$ cat config.mk
export PLATFORM = sky130hd
export DESIGN_NAME = fft_frame_ctrl_flat
export DESIGN_NICKNAME = d
export VERILOG_FILES = /design/src/rtl/fft_frame_ctrl_if.sv /design/src/rtl/fft_frame_ctrl.sv /design/src/flat_wrapper.sv
export SDC_FILE = /design/constraint.sdc
export NUM_CORES = 1
export LEC_CHECK = 0
export BUFFER_PORTS_ARGS = -buffer_cell sky130_fd_sc_hd__buf_2
export CORE_UTILIZATION = 58
export CTS_CLUSTER_DIAMETER = 80
export DETAILED_ROUTE_END_ITERATION = 6
export PLACE_DENSITY = 0.8
export SETUP_SLACK_MARGIN = 0.1
export SKIP_CTS_REPAIR_TIMING = 1
export SLEW_MARGIN = 20
export SYNTH_ARGS = -nofsm -noshare
export SYNTH_HDL_FRONTEND = slang
export SYNTH_SLANG_ARGS = --single-unit
export TNS_END_PERCENT = 50
$ cat constraint.sdc
create_clock -name clk -period 2.13 [get_ports clk]
set_input_delay 0.3195 -clock clk [delete_from_list [all_inputs] [get_ports clk]]
set_output_delay 0.3195 -clock clk [all_outputs]
set_load 0.01 [all_outputs]
$ cat src/rtl/fft_frame_ctrl_if.sv
// rtl/fft_frame_ctrl_if.sv - sample strobe, buffer write port and FFT handshake bundle
interface fft_frame_ctrl_if #(
  parameter int BIT_WIDTH = 16,
  parameter int N         = 9,
  parameter int NOTE_W    = 8
);
  logic                 sample_valid;
  logic [BIT_WIDTH-1:0] sample_in;
  logic                 load_we;
  logic [N-1:0]         load_addr;
  logic [BIT_WIDTH-1:0] load_data;
  logic                 fft_start;
  logic                 fft_done;
  logic [NOTE_W-1:0]    fft_note;

  modport master (
    input  sample_valid, sample_in, fft_done, fft_note,
    output load_we, load_addr, load_data, fft_start
  );

  modport slave (
    output sample_valid, sample_in, fft_done, fft_note,
    input  load_we, load_addr, load_data, fft_start
  );
endinterface

$ cat src/rtl/fft_frame_ctrl.sv
// rtl/fft_frame_ctrl.sv - button-debounced frame sequencer feeding the FFT, with note stability filter
module fft_frame_ctrl #(
  parameter int BIT_WIDTH     = 16,
  parameter int N             = 9,
  parameter int FFT_SIZE      = 512,
  parameter int NUM_BTN       = 4,
  parameter int NOTE_W        = 8,
  parameter int DB_CYCLES     = 1000,
  parameter int STABLE_FRAMES = 2,
  parameter int TIMEOUT       = 65535
) (
  input  logic                       clk,
  input  logic                       reset,
  input  logic                       mode,
  input  logic [NUM_BTN-1:0]         btn_n,
  fft_frame_ctrl_if.master           bus,
  output logic [NOTE_W-1:0]          note_out,
  output logic                       note_dec,
  output logic [$clog2(NUM_BTN)-1:0] active_btn,
  output logic                       led_load,
  output logic                       led_start,
  output logic                       timeout_err
);
  localparam int BW  = $clog2(NUM_BTN);
  localparam int DBW = $clog2(DB_CYCLES + 1);
  localparam int TOW = $clog2(TIMEOUT + 1);
  localparam int SW  = $clog2(STABLE_FRAMES + 1);

  typedef enum logic [2:0] {IDLE, LOAD, START, WAIT, JUDGE} state_t;

  state_t             state;
  logic [N-1:0]       addr;
  logic [TOW-1:0]     to_cnt;
  logic [NOTE_W-1:0]  cand;
  logic [SW-1:0]      cnt;
  logic [NOTE_W-1:0]  nxt_cand;
  logic [SW-1:0]      nxt_cnt;
  logic [NUM_BTN-1:0] pressed;
  logic [DBW-1:0]     db_cnt [NUM_BTN];
  logic [BW-1:0]      low_idx;

  // pressed[i] follows !btn_n[i] only after DB_CYCLES consecutive disagreeing samples
  always_ff @(posedge clk or negedge reset) begin
    if (!reset) begin
      pressed <= '0;
      for (int i = 0; i < NUM_BTN; i++) db_cnt[i] <= '0;
    end else begin
      for (int i = 0; i < NUM_BTN; i++) begin
        if (!btn_n[i] == pressed[i]) begin
          db_cnt[i] <= '0;
        end else if (db_cnt[i] == DBW'(DB_CYCLES - 1)) begin
          pressed[i] <= !btn_n[i];
          db_cnt[i]  <= '0;
        end else begin
          db_cnt[i] <= db_cnt[i] + DBW'(1);
        end
      end
    end
  end

  always_comb begin
    low_idx = '0;
    for (int i = NUM_BTN - 1; i >= 0; i--) begin
      if (pressed[i]) low_idx = BW'(i);
    end
  end

  always_comb begin
    nxt_cand = bus.fft_note;
    nxt_cnt  = SW'(1);
    if (bus.fft_note == '0) begin
      nxt_cand = '0;
      nxt_cnt  = '0;
    end else if (bus.fft_note == cand) begin
      nxt_cnt = (cnt == SW'(STABLE_FRAMES)) ? cnt : cnt + SW'(1);
    end
  end

  assign led_load  = (state == LOAD);
  assign led_start = (state == START) || (state == WAIT);

  always_ff @(posedge clk or negedge reset) begin
    if (!reset) begin
      state         <= IDLE;
      addr          <= '0;
      to_cnt        <= '0;
      cand          <= '0;
      cnt           <= '0;
      note_out      <= '0;
      note_dec      <= 1'b0;
      active_btn    <= '0;
      timeout_err   <= 1'b0;
      bus.load_we   <= 1'b0;
      bus.load_addr <= '0;
      bus.load_data <= '0;
      bus.fft_start <= 1'b0;
    end else begin
      bus.load_we   <= 1'b0;
      bus.fft_start <= 1'b0;
      note_dec      <= 1'b0;
      case (state)
        IDLE: begin
          cand <= '0;
          cnt  <= '0;
          if (|pressed) begin
            active_btn  <= low_idx;
            timeout_err <= 1'b0;
            addr        <= '0;
            state       <= LOAD;
          end
        end
        LOAD: begin
          if (!mode && !pressed[active_btn]) begin
            state <= IDLE;
          end else if (bus.sample_valid) begin
            bus.load_we   <= 1'b1;
            bus.load_addr <= addr;
            bus.load_data <= bus.sample_in;
            addr          <= addr + N'(1);
            if (addr == N'(FFT_SIZE - 1)) state <= START;
          end
        end
        START: begin
          bus.fft_start <= 1'b1;
          to_cnt        <= '0;
          state         <= WAIT;
        end
        WAIT: begin
          // filter is evaluated on fft_done so note_out moves the cycle right after it
          if (bus.fft_done) begin
            cand <= nxt_cand;
            cnt  <= nxt_cnt;
            if (nxt_cnt == SW'(STABLE_FRAMES) && nxt_cand != note_out) begin
              note_out <= nxt_cand;
              note_dec <= 1'b1;
            end
            state <= JUDGE;
          end else if (to_cnt == TOW'(TIMEOUT - 1)) begin
            timeout_err <= 1'b1;
            state       <= IDLE;
          end else begin
            to_cnt <= to_cnt + TOW'(1);
          end
        end
        JUDGE: begin
          addr  <= '0;
          state <= (mode || pressed[active_btn]) ? LOAD : IDLE;
        end
        default: state <= IDLE;
      endcase
    end
  end
endmodule

$ cat src/flat_wrapper.sv
// flat-port wrapper written by rule: the top's interface ports become plain ports
module fft_frame_ctrl_flat 
#(
  parameter int BIT_WIDTH     = 16,
  parameter int N             = 9,
  parameter int FFT_SIZE      = 512,
  parameter int NUM_BTN       = 4,
  parameter int NOTE_W        = 8,
  parameter int DB_CYCLES     = 1000,
  parameter int STABLE_FRAMES = 2,
  parameter int TIMEOUT       = 65535
)
  (clk, reset, mode, btn_n, note_out, note_dec, active_btn, led_load, led_start, timeout_err, bus_sample_valid, bus_sample_in, bus_fft_done, bus_fft_note, bus_load_we, bus_load_addr, bus_load_data, bus_fft_start);
  fft_frame_ctrl_if #(.BIT_WIDTH(BIT_WIDTH), .N(N), .NOTE_W(NOTE_W)) bus_i ();
  input  logic clk;
  input  logic reset;
  input  logic mode;
  input  logic [NUM_BTN-1:0] btn_n;
  output logic [NOTE_W-1:0] note_out;
  output logic note_dec;
  output logic [$clog2(NUM_BTN)-1:0] active_btn;
  output logic led_load;
  output logic led_start;
  output logic timeout_err;
  input wire logic [$bits(bus_i.sample_valid)-1:0] bus_sample_valid;
  input wire logic [$bits(bus_i.sample_in)-1:0] bus_sample_in;
  input wire logic [$bits(bus_i.fft_done)-1:0] bus_fft_done;
  input wire logic [$bits(bus_i.fft_note)-1:0] bus_fft_note;
  output wire logic [$bits(bus_i.load_we)-1:0] bus_load_we;
  output wire logic [$bits(bus_i.load_addr)-1:0] bus_load_addr;
  output wire logic [$bits(bus_i.load_data)-1:0] bus_load_data;
  output wire logic [$bits(bus_i.fft_start)-1:0] bus_fft_start;
  assign bus_i.sample_valid = bus_sample_valid;
  assign bus_i.sample_in = bus_sample_in;
  assign bus_i.fft_done = bus_fft_done;
  assign bus_i.fft_note = bus_fft_note;
  assign bus_load_we = bus_i.load_we;
  assign bus_load_addr = bus_i.load_addr;
  assign bus_load_data = bus_i.load_data;
  assign bus_fft_start = bus_i.fft_start;
  fft_frame_ctrl #(.BIT_WIDTH(BIT_WIDTH), .N(N), .FFT_SIZE(FFT_SIZE), .NUM_BTN(NUM_BTN), .NOTE_W(NOTE_W), .DB_CYCLES(DB_CYCLES), .STABLE_FRAMES(STABLE_FRAMES), .TIMEOUT(TIMEOUT)) u_core (.clk(clk), .reset(reset), .mode(mode), .btn_n(btn_n), .bus(bus_i), .note_out(note_out), .note_dec(note_dec), .active_btn(active_btn), .led_load(led_load), .led_start(led_start), .timeout_err(timeout_err));
endmodule
After elaboration in Yosys (flattened, before gate mapping). Cells that the tools add are included.

Register bits after elaboration: 121. Bits of input ports: 33. Output and inout bits: 41. Word-level logic and storage cells: 138.

Add/sub/neg operators: 7. Magnitude comparators: 1. Equal/unequal tests: 28. Multiplexer cells: 48. Bitwise logic cells: 5. Reductions and logical operators: 28.

Operators with widths (number): two-way mux 10 bit (8); adder 10 x 1 -> 10 bit (second input constant) (4); == test 10 bit (second input constant) (4); two-way mux 16 bit (2); one-hot mux 16 bit (2 select lines) (1); two-way mux 9 bit (3); one-hot mux 9 bit (3 select lines) (1); two-way mux 3 bit (6); adder 16 x 1 -> 16 bit (second input constant) (1); == test 16 bit (second input constant) (1); two-way mux 2 bit (8); two-way mux 8 bit (2); one-hot mux 8 bit (2 select lines) (1); one-hot mux 3 bit (5 select lines) (1); two-way mux 1 bit (12); AND reduction 2 bit (6); AND reduction 4 bit (3); inequality test 2 bit (second input constant) (5); adder 9 x 1 -> 9 bit (second input constant) (1); == test 9 bit (second input constant) (1); AND reduction 3 bit (3); == test 8 bit (1); logical NOT 8 bit (1); inequality test 8 bit (1); other kinds (21) (40).

Longest topological paths before layout. Gate-level depths: netlist (run 1).

Depth after elaboration: 9. Gate-level depth with buffers: 9. Gate-level depth less buffers: 7.

Least setup slack after synthesis (run 1). OpenSTA, ideal clock, no wires.

Kind: reg2reg. Start: register u_core.to_cnt[0]. End: register u_core.to_cnt[1]. Library setup time: 0.121 ns. Data arrival time: 1.830 ns. Required time: 2.009 ns. Path slack: 0.179 ns. Stages on the path, launching flop included: 8. Path buffers: 0. Clock period less this slack: 1.951 ns. Cells stage by stage: dfrtp_1 -> inv_1 -> ha_1 -> nand4_1 -> nor4_2 -> a21o_1 -> mux2_2 -> a22o_1.

Word-level cells in the longest chain between the ends: 4. Elaborated cells on any way between the ends: 7. Those cells by class: add/sub (1); eq/ne (2); mux (3); reduce/logical (1).

RTL lines: from (decl) (RTL line fft_frame_ctrl.sv:33) `logic [TOW-1:0] to_cnt;`; from (signal assigned) (RTL line fft_frame_ctrl.sv:142) `to_cnt <= to_cnt + TOW'(1);`; adder 16 x 1 -> 16 bit (RTL line fft_frame_ctrl.sv:142); two-way mux 16 bit (RTL line fft_frame_ctrl.sv:138) `end else if (to_cnt == TOW'(TIMEOUT - 1)) begin`; two-way mux 16 bit (RTL line fft_frame_ctrl.sv:130) `if (bus.fft_done) begin`; one-hot mux 16 bit (2 select lines) (RTL line fft_frame_ctrl.sv:101) `case (state)`.

Parallel ways exist; a longest one is shown, timed or not. The select of a mux whose other input is x is not followed. A chain may end at the register's enable or synchronous reset.

Worst setup path in the final report (run 1).
Start: register u_core.cand[6]. End: register u_core.note_out[3].

Word-level cells in the longest chain between the ends: 6.

RTL lines: from (decl) (RTL line fft_frame_ctrl.sv:34) `logic [NOTE_W-1:0] cand;`; from (signal assigned) (RTL line fft_frame_ctrl.sv:131) `cand <= nxt_cand;`; == test 8 bit (RTL line fft_frame_ctrl.sv:74) `end else if (bus.fft_note == cand) begin`; two-way mux 2 bit (RTL line fft_frame_ctrl.sv:74); two-way mux 2 bit (RTL line fft_frame_ctrl.sv:71) `if (bus.fft_note == '0) begin`; == test 2 bit (RTL line fft_frame_ctrl.sv:133) `if (nxt_cnt == SW'(STABLE_FRAMES) && nxt_cand != note_out) begin`; logical AND 1 bit (RTL line fft_frame_ctrl.sv:133); AND reduction 3 bit (no line); to (signal assigned) (RTL line fft_frame_ctrl.sv:134) `note_out <= nxt_cand;`; to (decl) (RTL line fft_frame_ctrl.sv:17) `output logic [NOTE_W-1:0] note_out,`.

Every way passes these cells.

==> metrics.txt, run 1 <==
# TYPE chip_impl_metric gauge
chip_impl_info{name="run_status",value="finished, violations left"} 1
chip_impl_info{name="violations",value="hold timing"} 1
chip_impl_info{name="tritoncts_clock_tree",value="yes"} 1
chip_impl_metric{name="global_route.usage.total",unit=""} 0.262
chip_impl_metric{name="async_flop_share",unit=""} 1.00
chip_impl_info{name="holdPathEnd",value="u_core.bus.load_data[2]$_DFFE_PN0P_"} 1
chip_impl_metric{name="final.setup_skew",unit="ps"} 9.53
chip_impl_metric{name="core_area",unit="sq um"} 9420
chip_impl_metric{name="worst_ir_drop_vdd",unit="mV"} 0.793
chip_impl_metric{name="wl_per_cell",unit="um"} 14.9
chip_impl_info{name="synth.area.top_cells",value="dfrtp_1, nand2_1, xnor2_1"} 1
chip_impl_metric{name="ff2ff_setup_slack",unit="ps"} 100
chip_impl_info{name="crit_path_cell_chain",value="xnor2_1 > nand4_1 > or3_4 > or3_1 > buf_6 > mux2_4"} 1
chip_impl_metric{name="worstPathArrival",unit="ps"} 2440
chip_impl_metric{name="critical_path_buf_inv_count",unit=""} 1
chip_impl_metric{name="fin_cells",unit=""} 847
chip_impl_metric{name="timing.reg2reg.worst_path_depth",unit=""} 6
chip_impl_metric{name="total_of_flip_flops_plus_latches_after_synthesis",unit=""} 121
chip_impl_metric{name="synthesis.yosys.warnings",unit=""} 0
chip_impl_metric{name="die_area",unit="sq um"} 10300
chip_impl_metric{name="place_inst",unit=""} 803
chip_impl_metric{name="slew_violations",unit=""} 0
chip_impl_metric{name="cts-buffers-inserted",unit=""} 17
chip_impl_metric{name="holdWs",unit="ps"} -17.5
chip_impl_metric{name="power_density",unit="nW/um^2"} 940
chip_impl_info{name="startpoint_type",value="flip-flop"} 1
chip_impl_metric{name="max_freq",unit="GHz"} 0.492
chip_impl_metric{name="synth.lib_cells_used.distinct",unit=""} 53
chip_impl_metric{name="grt-ovfl-total",unit=""} 0
chip_impl_metric{name="ys_seq_area_frac",unit=""} 0.528
chip_impl_info{name="worst_path_dominant_cell_family",value="simple AND/OR/NAND/NOR gates"} 1
chip_impl_info{name="synth_largest_area_cell",value="dfrtp_1"} 1
chip_impl_metric{name="drt_wl_total",unit="um"} 12600
chip_impl_metric{name="dp_hpwl",unit="um"} 8160
chip_impl_metric{name="number_of_design_rule_violations_left_after_detail_routing",unit=""} 0
chip_impl_metric{name="p_leak",unit="nW"} 3.41
chip_impl_metric{name="maximum_number_of_pins_on_one_net_before_global_route_repair",unit=""} 52
chip_impl_metric{name="timing.critical_path.fanout_max",unit=""} 8
chip_impl_metric{name="die_width",unit="um"} 101
chip_impl_metric{name="die_height",unit="um"} 101
chip_impl_metric{name="timing_worst_slew_pin_value",unit="ps"} 668
chip_impl_metric{name="numPortBuffers",unit=""} 73
chip_impl_metric{name="min_period",unit="ps"} 2030
chip_impl_metric{name="synth_fp_nets",unit=""} 638
chip_impl_metric{name="first_pass_iters",unit=""} 5
chip_impl_metric{name="post_route_cells_drive_above_1_share",unit=""} 0.221
chip_impl_metric{name="num_vias",unit=""} 4653
chip_impl_metric{name="antenna_found_initial",unit=""} 0
chip_impl_info{name="synth_top_cells_by_count",value="nand2_1, dfrtp_1, nor2_1"} 1
chip_impl_metric{name="timing.max_cap.violations",unit=""} 0
chip_impl_info{name="worstReg2RegStart",value="u_core.cand[6]$_DFFE_PN0P_"} 1
chip_impl_info{name="slowest_stage",value="or3_4"} 1
chip_impl_metric{name="hold_path_depth",unit=""} 3
chip_impl_info{name="hold_path_class",value="in -> reg"} 1
chip_impl_info{name="cts.root.buffer_cell",value="clkbuf_8"} 1
chip_impl_metric{name="detailedRoute.firstIterationViolations",unit=""} 296
chip_impl_metric{name="grt_pass1_vias",unit=""} 4561
chip_impl_info{name="dominantRegCellSynth",value="dfrtp_1"} 1
chip_impl_metric{name="worst-endpoint-required",unit="ps"} 2540
chip_impl_metric{name="setup_total_negative_slack",unit="ps"} 0
chip_impl_info{name="hold_sp",value="bus_sample_in[2]"} 1
chip_impl_metric{name="rows",unit=""} 35
chip_impl_metric{name="design.portCount",unit=""} 74
chip_impl_metric{name="synth_edf_count",unit=""} 0
chip_impl_metric{name="area.growth.synth_to_final",unit="%"} 24.0
chip_impl_metric{name="detail_route.vias_per_cell",unit=""} 5.49
chip_impl_metric{name="syn-cell-area",unit="sq um"} 5740
chip_impl_info{name="rr_endpoint",value="u_core.note_out[3]$_DFFE_PN0P_"} 1
chip_impl_info{name="worstSetupEndpointType",value="flip-flop"} 1
chip_impl_metric{name="critPathMaxStageDelay",unit="ps"} 420
chip_impl_metric{name="synth_cells",unit=""} 596
chip_impl_metric{name="timing.final.setup_violations",unit=""} 0
chip_impl_metric{name="cts_num_sinks",unit=""} 121
chip_impl_metric{name="fin_crit_sh",unit=""} 0.955
chip_impl_metric{name="final_ant_viol_nets",unit=""} 0
chip_impl_metric{name="insertedDiodeCount",unit=""} 0
chip_impl_metric{name="slew-limit-headroom",unit=""} 0.551
chip_impl_metric{name="htreeDepth",unit=""} 4
chip_impl_metric{name="effective_utilization_at_floorplan",unit=""} 0.609
chip_impl_metric{name="global_route_wire_length_before_repair",unit="um"} 20700
chip_impl_metric{name="finalHoldViolCount",unit=""} 5
chip_impl_metric{name="finish.net_count",unit=""} 747
chip_impl_info{name="unrepaired_setup_endpoints_after_global_routing",value="true"} 1
chip_impl_metric{name="synth_top_area_share",unit=""} 0.528
chip_impl_metric{name="gp_congestion",unit=""} 0.885
chip_impl_info{name="yosys.cell_count.top_type",value="nand2_1"} 1
chip_impl_metric{name="post_synth.cell_area_avg",unit="sq um"} 9.63
chip_impl_info{name="crit_type",value="reg -> reg"} 1
chip_impl_metric{name="path_clk_slew",unit="ps"} 60
chip_impl_metric{name="cts_buffer_depth",unit=""} 2
chip_impl_metric{name="clk-insertion-delay-late",unit="ps"} 530
[routing by layer]
layer  up-vias  global-route usage  part of all wire
met5         -                   0                 0
met1      2282               0.329              0.43
met4         0               0.125             0.024
met3        28              0.0600             0.043
li1       2223                   -                 -
met2       120               0.430              0.50
[state kept, by name, summed over array words and instances, names as in the netlist, 3 cells and up]
signal	count
u_core.db_cnt	40
u_core.bus.load_data	16
u_core.to_cnt	16
u_core.addr	9
u_core.bus.load_addr	9
u_core.cand	8
u_core.note_out	8
u_core.pressed	4
u_core.state	3
[worst register-to-register path, delay by kind of cell (launching register included)]
kind	cells	cell delay (ps)
simple gates	3	910
mux	1	300
flops	1	390
xor+xnor	1	170
buf+inv	1	160
[final cells by class]
class	count	area, sq um
clock inverters	14	139
flip-flops and latches	121	3030
inverters	17	63.8
multi-input cells	438	2580
clock buffers	18	428
repair buffers	110	711
fillers	605	2300
well taps	129	161
[worst max-delay path by stage]
stage / depth (start not counted) / end / startpoint / slack [ps]
6_report: 6 / u_core.note_out[3]$_DFFE_PN0P_ / u_core.cand[6]$_DFFE_PN0P_ / 100
5_1_grt: 6 / u_core.note_out[3]$_DFFE_PN0P_ / u_core.cand[6]$_DFFE_PN0P_ / 20
4_1_cts: 6 / u_core.note_out[3]$_DFFE_PN0P_ / u_core.cand[4]$_DFFE_PN0P_ / 60
3_5_place_dp: 7 / u_core.note_out[2]$_DFFE_PN0P_ / bus_fft_note[0] / 10
3_3_place_gp: 7 / u_core.note_out[0]$_DFFE_PN0P_ / bus_fft_note[7] / 60
2_1_floorplan: 7 / u_core.to_cnt[1]$_DFFE_PN0P_ / u_core.to_cnt[0]$_DFFE_PN0P_ / 180
[layout by cell type, fill, tap and decap left out, types with 8 or more instances in the layout]
master           n
nor2_1          71
nand2_1        133
buf_4           25
mux2_4           8
and3_1           9
nor3_1          13
dlygate4sd3_1    8
buf_2           72
inv_1           16
dfrtp_1        118
xnor2_1         50
clkbuf_16       16
ha_1             9
nand3_1         20
xor2_1          15
o21ai_0         19
nand4_1         13
[power by group]
part           leakage (nW)  total (mW)  switching, mW  internal [mW]
logic                  1.54        1.23          0.714          0.518
registers              1.60        2.76          0.191           2.57
clock network         0.271        2.70           1.10           1.60
total                  3.41        6.69           2.00           4.69
[logic make-up (layout without fill, tap and decap cells)]
kind of cell	Yosys count	in the layout	synth area share
AOI/OAI and AO/OA	61	61	0.0711
xor gates and xnor gates	65	65	0.0992
adders and majority gates	9	9	0.0196
buffers and inverters	37	159	0.0270
DFF	121	121	0.528
muxes	10	10	0.0268
and+or+nand+nor	293	293	0.229
[per-stage QoR]
step | instance area [sq um] | setup slack [ps] | utilization | hold WS, ps | power [mW]
2_1_floorplan | 5740 | 179 | - | 23.9 | 3.43
3_3_place_gp | 6400 | 58.2 | 0.680 | 387 | 3.91
3_5_place_dp | 6400 | 11.4 | 0.680 | 396 | 3.96
4_1_cts | 6970 | 57.6 | 0.740 | -153 | 6.69
5_1_grt | 7120 | 18.7 | 0.756 | 0.0623 | 7.01
6_report | 7120 | 95.9 | 0.756 | -17.5 | 6.69
(Power assumes the default switching activity.)
==> inputs of run 2 (changes only) <==
ABC_AREA = 1   (was not set)
==> metrics.txt, run 2 <==
# TYPE chip_impl_metric gauge
chip_impl_metric{name="fin_crit_sh",unit=""} 0.892
chip_impl_metric{name="slew_violations",unit=""} 0
chip_impl_info{name="worstReg2RegStart",value="u_core.addr[1]$_DFFE_PN0P_"} 1
chip_impl_info{name="slowest_stage",value="dfrtp_1"} 1
chip_impl_info{name="most-common-layout-cells",value="nand2_1, dfrtp_1, nor2_1, inv_1, buf_2"} 1
chip_impl_metric{name="timing.max_cap.violations",unit=""} 0
chip_impl_metric{name="insertedDiodeCount",unit=""} 0
chip_impl_metric{name="num-fill-cells",unit=""} 784
chip_impl_metric{name="final.setup_skew",unit="ps"} 8.72
chip_impl_metric{name="total_power",unit="mW"} 5.60
chip_impl_metric{name="wl_per_cell",unit="um"} 12.7
chip_impl_metric{name="core_area",unit="sq um"} 10200
chip_impl_metric{name="slew-limit-headroom",unit=""} 0.568
chip_impl_metric{name="syn-cell-area",unit="sq um"} 6090
chip_impl_metric{name="effective_utilization_at_floorplan",unit=""} 0.596
chip_impl_info{name="crit_end",value="led_load"} 1
chip_impl_metric{name="grt_util_met1",unit=""} 0.331
chip_impl_metric{name="die_area",unit="sq um"} 10900
chip_impl_metric{name="total_of_flip_flops_plus_latches_after_synthesis",unit=""} 121
chip_impl_metric{name="first_pass_iters",unit=""} 5
chip_impl_info{name="yosys.cell_count.top_type",value="nand2_1"} 1
chip_impl_metric{name="final_ant_viol_nets",unit=""} 0
chip_impl_metric{name="timing_worst_slew_pin_value",unit="ps"} 643
chip_impl_info{name="dominantRegCellSynth",value="dfrtp_1"} 1
chip_impl_metric{name="rows",unit=""} 37
chip_impl_metric{name="met3_usage",unit=""} 0.0602
chip_impl_info{name="synth_top_cells_by_count",value="nand2_1, dfrtp_1, nor2_1"} 1
chip_impl_info{name="unrepaired_setup_endpoints_after_global_routing",value="false"} 1
chip_impl_metric{name="htreeDepth",unit=""} 4
chip_impl_info{name="most_common_cell_after_layout_fill_and_taps_aside",value="nand2_1"} 1
chip_impl_metric{name="numPortBuffers",unit=""} 73
chip_impl_metric{name="die_width",unit="um"} 104
chip_impl_info{name="startpoint_type",value="flip-flop"} 1
chip_impl_metric{name="antenna_found_initial",unit=""} 0
chip_impl_metric{name="post_synth.cell_area_avg",unit="sq um"} 7.89
chip_impl_metric{name="synth.lib_cells_used.distinct",unit=""} 35
chip_impl_metric{name="path_clk_slew",unit="ps"} 60
chip_impl_metric{name="postLayoutCoreUtil",unit=""} 0.710
chip_impl_metric{name="timing.reg2reg.worst_path_depth",unit=""} 11
chip_impl_info{name="synth.area.top_cells",value="dfrtp_1, nand2_1, nor2_1"} 1
chip_impl_metric{name="die_height",unit="um"} 104
chip_impl_info{name="layout_top_registers",value="u_core.db_cnt (40), u_core.bus.load_data (16), u_core.to_cnt (16)"} 1
chip_impl_metric{name="synthesis.yosys.warnings",unit=""} 0
chip_impl_metric{name="synth_top_area_share",unit=""} 0.497
chip_impl_info{name="crit_path_cell_chain",value="inv_1 > nand2_2 > inv_2 > buf_2"} 1
chip_impl_info{name="synth_largest_area_cell",value="dfrtp_1"} 1
chip_impl_metric{name="post_route_cells_drive_above_1_share",unit=""} 0.151
chip_impl_metric{name="detail_route.vias_per_cell",unit=""} 5.15
chip_impl_metric{name="holdWs",unit="ps"} 4.45
chip_impl_metric{name="finish.net_count",unit=""} 912
chip_impl_metric{name="async_flop_share",unit=""} 1.00
chip_impl_metric{name="synth_edf_count",unit=""} 0
chip_impl_info{name="tritoncts_clock_tree",value="yes"} 1
chip_impl_metric{name="flip_flop_count_of_the_largest_register_all_copies_and_words_added",unit=""} 40
chip_impl_metric{name="worst_ir_drop_vdd",unit="mV"} 0.664
chip_impl_metric{name="timing.final.setup_violations",unit=""} 0
chip_impl_metric{name="global_route_wire_length_before_repair",unit="um"} 22500
chip_impl_metric{name="num_vias",unit=""} 5236
chip_impl_metric{name="ys_seq_area_frac",unit=""} 0.497
chip_impl_metric{name="synth_cells",unit=""} 772
chip_impl_metric{name="worstPathArrival",unit="ps"} 1580
chip_impl_metric{name="number_of_design_rule_violations_left_after_detail_routing",unit=""} 0
chip_impl_metric{name="worst-endpoint-required",unit="ps"} 1810
chip_impl_info{name="cts.root.buffer_cell",value="clkbuf_8"} 1
chip_impl_metric{name="detailedRoute.firstIterationViolations",unit=""} 342
chip_impl_metric{name="min_period",unit="ps"} 1900
chip_impl_metric{name="timing.critical_path.fanout_max",unit=""} 7
chip_impl_metric{name="clk-insertion-delay-late",unit="ps"} 510
chip_impl_info{name="run_status",value="finished clean"} 1
chip_impl_info{name="registers.top_by_ff_count",value="u_core.db_cnt"} 1
chip_impl_metric{name="power_density",unit="nW/um^2"} 771
chip_impl_metric{name="maximum_number_of_pins_on_one_net_before_global_route_repair",unit=""} 48
chip_impl_metric{name="globalRouteMet2Util",unit=""} 0.420
chip_impl_metric{name="global_route.usage.total",unit=""} 0.257
chip_impl_metric{name="dp_hpwl",unit="um"} 9050
chip_impl_info{name="crit_type",value="reg -> out"} 1
chip_impl_metric{name="drt_wl_total",unit="um"} 12900
chip_impl_metric{name="max_freq",unit="GHz"} 0.526
chip_impl_metric{name="cts_num_sinks",unit=""} 121
chip_impl_metric{name="setup_total_negative_slack",unit="ps"} 0
chip_impl_metric{name="gp_congestion",unit=""} 0.893
chip_impl_info{name="crit_path_start",value="u_core.state[1]$_DFFE_PN0P_"} 1
chip_impl_metric{name="finalHoldViolCount",unit=""} 0
chip_impl_metric{name="grt-ovfl-total",unit=""} 0
chip_impl_metric{name="critPathMaxStageDelay",unit="ps"} 430
chip_impl_info{name="rr_endpoint",value="u_core.state[0]$_DFFE_PN0P_"} 1
chip_impl_metric{name="grt_pass1_vias",unit=""} 5107
chip_impl_metric{name="cts-buffers-inserted",unit=""} 17
chip_impl_metric{name="area.growth.synth_to_final",unit="%"} 19.1
chip_impl_metric{name="cts_buffer_depth",unit=""} 2
chip_impl_metric{name="design.portCount",unit=""} 74
chip_impl_info{name="grt_most_used_layer",value="met2"} 1
chip_impl_metric{name="p_leak",unit="nW"} 3.72
chip_impl_metric{name="ff2ff_setup_slack",unit="ps"} 290
chip_impl_info{name="worstSetupEndpointType",value="primary output"} 1
chip_impl_info{name="hold_path_class",value="in -> reg"} 1
chip_impl_metric{name="synth_fp_nets",unit=""} 814
==> run 2: cell types whose count changed after synthesis, moves of 8 or more <==
cell      change
xnor2_1      -41
and3_1        -9
o21ai_0      +13
nand3_1      +38
mux2_4        -8
clkbuf_1     -13
nand2_1     +106
inv_1        +69
nor2_1       +27
==> run 2: power by group <==
group	total (mW)	internal (mW)	switching, mW
Sequential	2.53	2.43	0.100
Combinational	0.490	0.200	0.291
Clock	2.58	1.61	0.968
==> run 2: logic make-up after synthesis <==
kind of cell               share of synthesized area
and+or+nand+nor                                0.324
DFF                                            0.497
buffers and inverters                         0.0651
AOI/OAI and AO/OA                             0.0489
xor gates and xnor gates                      0.0446
adders and majority gates                     0.0185
muxes                                        0.00164
==> run 2: worst min-delay path by stage <==
stage | depth (start not counted) | end | startpoint
after floorplan | 0 | u_core.active_btn[0]$_DFFE_PN0P_ | reset
after global placement | 1 | u_core.note_dec$_DFF_PN0_ | reset
after detailed placement | 1 | u_core.note_out[0]$_DFFE_PN0P_ | reset
after CTS | 1 | u_core.note_out[0]$_DFFE_PN0P_ | reset
after global routing | 3 | u_core.bus.load_data[2]$_DFFE_PN0P_ | bus_sample_in[2]
final | 3 | u_core.bus.load_data[11]$_DFFE_PN0P_ | bus_sample_in[11]
==> run 2: through the flow <==
step / instance area (sq um) / setup slack, ps / instances
after floorplan: 6090 / 538 / 772
final: 7260 / 230 / 1017
after global routing: 7260 / 129 / 1017
after CTS: 7200 / 211 / 1011
after global placement: 6660 / 432 / 981
after detailed placement: 6660 / 323 / 981
==> run 2: area by class of cell <==
| type | count | area, sq um | share of cell area |
|---|---|---|---|
| clock buffer | 22 | 463 | 0.0638 |
| clock inverter | 8 | 72.6 | 0.0100 |
| inverter | 90 | 338 | 0.0465 |
| multi-input combinational | 551 | 2670 | 0.368 |
| sequential | 121 | 3030 | 0.417 |
| tap | 136 | 170 | 0.0234 |
| timing repair buffer | 89 | 515 | 0.0710 |
==> run 2: critical path: cells and delay by family, from the launching register on <==
family / cells / cell delay (ps)
simple gates: 1 / 160
flops: 1 / 430
buf+inv: 3 / 480
==> run 2: metal layers <==
layer	vias to the layer above	routed length [um]
li1	2639	-
met1	2461	5830
met2	119	6260
met3	17	571
met4	0	214
met5	-	0
==> inputs of run 3 (changes only) <==
BUFFER_PORTS_ARGS = not set   (was -buffer_cell sky130_fd_sc_hd__buf_2)
CORE_UTILIZATION = 60   (was 58)
DONT_BUFFER_PORTS = 1   (was not set)
PLACE_DENSITY = 0.76   (was 0.8)
==> metrics.txt, run 3 (synthesis gave the netlist of run 2 again) <==
# TYPE chip_impl_metric gauge
chip_impl_info{name="run_status",value="finished, violations left"} 1
chip_impl_info{name="violations",value="hold timing"} 1
chip_impl_metric{name="grt_pass1_vias",unit=""} 4695
chip_impl_metric{name="power.combinational.fraction",unit=""} 0.059
chip_impl_metric{name="place_inst",unit=""} 905
chip_impl_metric{name="p_leak",unit="nW"} 3.51
chip_impl_metric{name="die_width",unit="um"} 103
chip_impl_metric{name="holdWs",unit="ps"} -508
chip_impl_metric{name="min_period",unit="ps"} 1800
chip_impl_metric{name="htreeDepth",unit=""} 4
chip_impl_metric{name="global_route.usage.total",unit=""} 0.255
chip_impl_metric{name="cts_num_sinks",unit=""} 121
chip_impl_metric{name="flip_flop_count_of_the_largest_register_all_copies_and_words_added",unit=""} 40
chip_impl_metric{name="setup_total_negative_slack",unit="ps"} 0
chip_impl_metric{name="post_route_cells_drive_above_1_share",unit=""} 0.0757
chip_impl_metric{name="area.growth.synth_to_final",unit="%"} 17.6
chip_impl_metric{name="worstPathArrival",unit="ps"} 1480
chip_impl_metric{name="timing.critical_path.fanout_max",unit=""} 7
chip_impl_metric{name="detail_route.vias_per_cell",unit=""} 5.24
chip_impl_metric{name="gp_congestion",unit=""} 0.826
chip_impl_metric{name="timing.final.setup_violations",unit=""} 0
chip_impl_metric{name="num_vias",unit=""} 5061
chip_impl_info{name="hold_path_class",value="in -> async"} 1
chip_impl_metric{name="detailedRoute.firstIterationViolations",unit=""} 277
chip_impl_metric{name="die_height",unit="um"} 103
chip_impl_metric{name="max_freq",unit="GHz"} 0.557
chip_impl_metric{name="finalHoldViolCount",unit=""} 125
chip_impl_metric{name="power_density",unit="nW/um^2"} 810
chip_impl_metric{name="fin_cells",unit=""} 965
chip_impl_metric{name="seq_power_share",unit=""} 0.443
chip_impl_metric{name="power_switching",unit="mW"} 1.35
chip_impl_metric{name="rows",unit=""} 36
chip_impl_metric{name="first_pass_iters",unit=""} 4
chip_impl_metric{name="numPortBuffers",unit=""} 0
chip_impl_metric{name="cts_buffer_depth",unit=""} 2
chip_impl_info{name="registers.top_by_ff_count",value="u_core.db_cnt"} 1
chip_impl_metric{name="dp_hpwl",unit="um"} 8410
chip_impl_info{name="most_common_cell_after_layout_fill_and_taps_aside",value="nand2_1"} 1
chip_impl_metric{name="path_clk_slew",unit="ps"} 60
chip_impl_info{name="crit_type",value="reg -> out"} 1
chip_impl_metric{name="postLayoutCoreUtil",unit=""} 0.730
chip_impl_metric{name="cts-buffers-inserted",unit=""} 17
chip_impl_metric{name="maximum_number_of_pins_on_one_net_before_global_route_repair",unit=""} 122
chip_impl_metric{name="fin_crit_sh",unit=""} 0.843
chip_impl_metric{name="switching_share",unit=""} 0.232
chip_impl_metric{name="slew-limit-headroom",unit=""} 0.630
chip_impl_metric{name="effective_utilization_at_floorplan",unit=""} 0.621
chip_impl_info{name="layout_top_registers",value="u_core.db_cnt (40), u_core.bus.load_data (16), u_core.to_cnt (16)"} 1
chip_impl_metric{name="worst-endpoint-required",unit="ps"} 1810
chip_impl_metric{name="clk-insertion-delay-late",unit="ps"} 520
chip_impl_metric{name="p_clk_frac",unit=""} 0.498
chip_impl_metric{name="worst_ir_drop_vdd",unit="mV"} 0.781
chip_impl_info{name="worstSetupEndpointType",value="primary output"} 1
chip_impl_metric{name="final.setup_skew",unit="ps"} 7.93
chip_impl_info{name="most-common-layout-cells",value="nand2_1, dfrtp_1, nor2_1, inv_1, nand3_1"} 1
chip_impl_metric{name="p_int",unit="mW"} 4.46
chip_impl_metric{name="drt_wl_total",unit="um"} 12900
chip_impl_info{name="startpoint_type",value="flip-flop"} 1
chip_impl_metric{name="final_ant_viol_nets",unit=""} 0
chip_impl_metric{name="antenna_found_initial",unit=""} 0
chip_impl_metric{name="slew_violations",unit=""} 0
chip_impl_info{name="tritoncts_clock_tree",value="yes"} 1
chip_impl_metric{name="core_area",unit="sq um"} 9820
chip_impl_metric{name="number_of_design_rule_violations_left_after_detail_routing",unit=""} 0
chip_impl_metric{name="wl_per_cell",unit="um"} 13.4
chip_impl_metric{name="die_area",unit="sq um"} 10600
chip_impl_metric{name="insertedDiodeCount",unit=""} 0
chip_impl_info{name="cts.root.buffer_cell",value="clkbuf_8"} 1
chip_impl_metric{name="design.portCount",unit=""} 74
chip_impl_metric{name="timing.max_cap.violations",unit=""} 0
chip_impl_metric{name="finalWorstSetupSlack",unit="ps"} 335
chip_impl_metric{name="global_route_wire_length_before_repair",unit="um"} 20700
chip_impl_metric{name="grt-ovfl-total",unit=""} 0
chip_impl_info{name="unrepaired_setup_endpoints_after_global_routing",value="false"} 1
chip_impl_metric{name="finish.net_count",unit=""} 861
chip_impl_metric{name="dpl_worst_slack",unit="ps"} 358
chip_impl_metric{name="timing_worst_slew_pin_value",unit="ps"} 550
-- run 3: layout make-up --
class	count	area, sq um
inverters	90	338
repair buffers	38	355
clock buffers	21	459
multi-input cells	551	2670
fillers	744	2650
clock inverters	11	145
flip-flops and latches	121	3030
well taps	133	166
-- run 3: final timing paths --
check,startpoint,end,slack [ps],cells after the start
max in group asynchronous,reset,u_core.addr[7]$_DFFE_PN0P_,2490,0
min in group clk,btn_n[0],u_core.db_cnt[34]$_DFF_PN0_,-20,3
min,reset,u_core.note_dec$_DFF_PN0_,-510,0
max,u_core.state[1]$_DFFE_PN0P_,led_load,330,3
min reg2reg,u_core.db_cnt[0]$_DFF_PN0_,u_core.db_cnt[0]$_DFF_PN0_,460,1
max reg2reg,u_core.addr[0]$_DFFE_PN0P_,u_core.state[1]$_DFFE_PN0P_,350,10
-- run 3: power groups by stage --
stage / clock network [mW] / logic, mW / registers, mW
floorplan: 0 / 0.234 / 2.58
global placement: 0 / 0.277 / 2.60
detailed placement: 0 / 0.289 / 2.60
CTS: 2.93 / 0.292 / 2.57
global route: 3.03 / 0.399 / 2.59
finish: 2.89 / 0.342 / 2.57
-- run 3: worst max-delay path, cell delays in order, from the launching register on --
cell and delay (ps):
dfrtp_1 430, inv_1 200, nand2_2 160, inv_2 160
-- run 3: metal layers --
metal / up-vias / global-route usage / share of wire
li1: 2537 / - / -
met2: 131 / 0.417 / 0.49
met4: 0 / 0.103 / 0.016
met5: - / 0 / 0
met1: 2370 / 0.329 / 0.44
met3: 23 / 0.0610 / 0.053
-- run 3: per-stage QoR --
stage | instance area (sq um) | total power, mW
2_1_floorplan | 6090 | 2.81
3_3_place_gp | 6280 | 2.88
3_5_place_dp | 6280 | 2.89
4_1_cts | 6880 | 5.79
5_1_grt | 7170 | 6.02
6_report | 7170 | 5.80
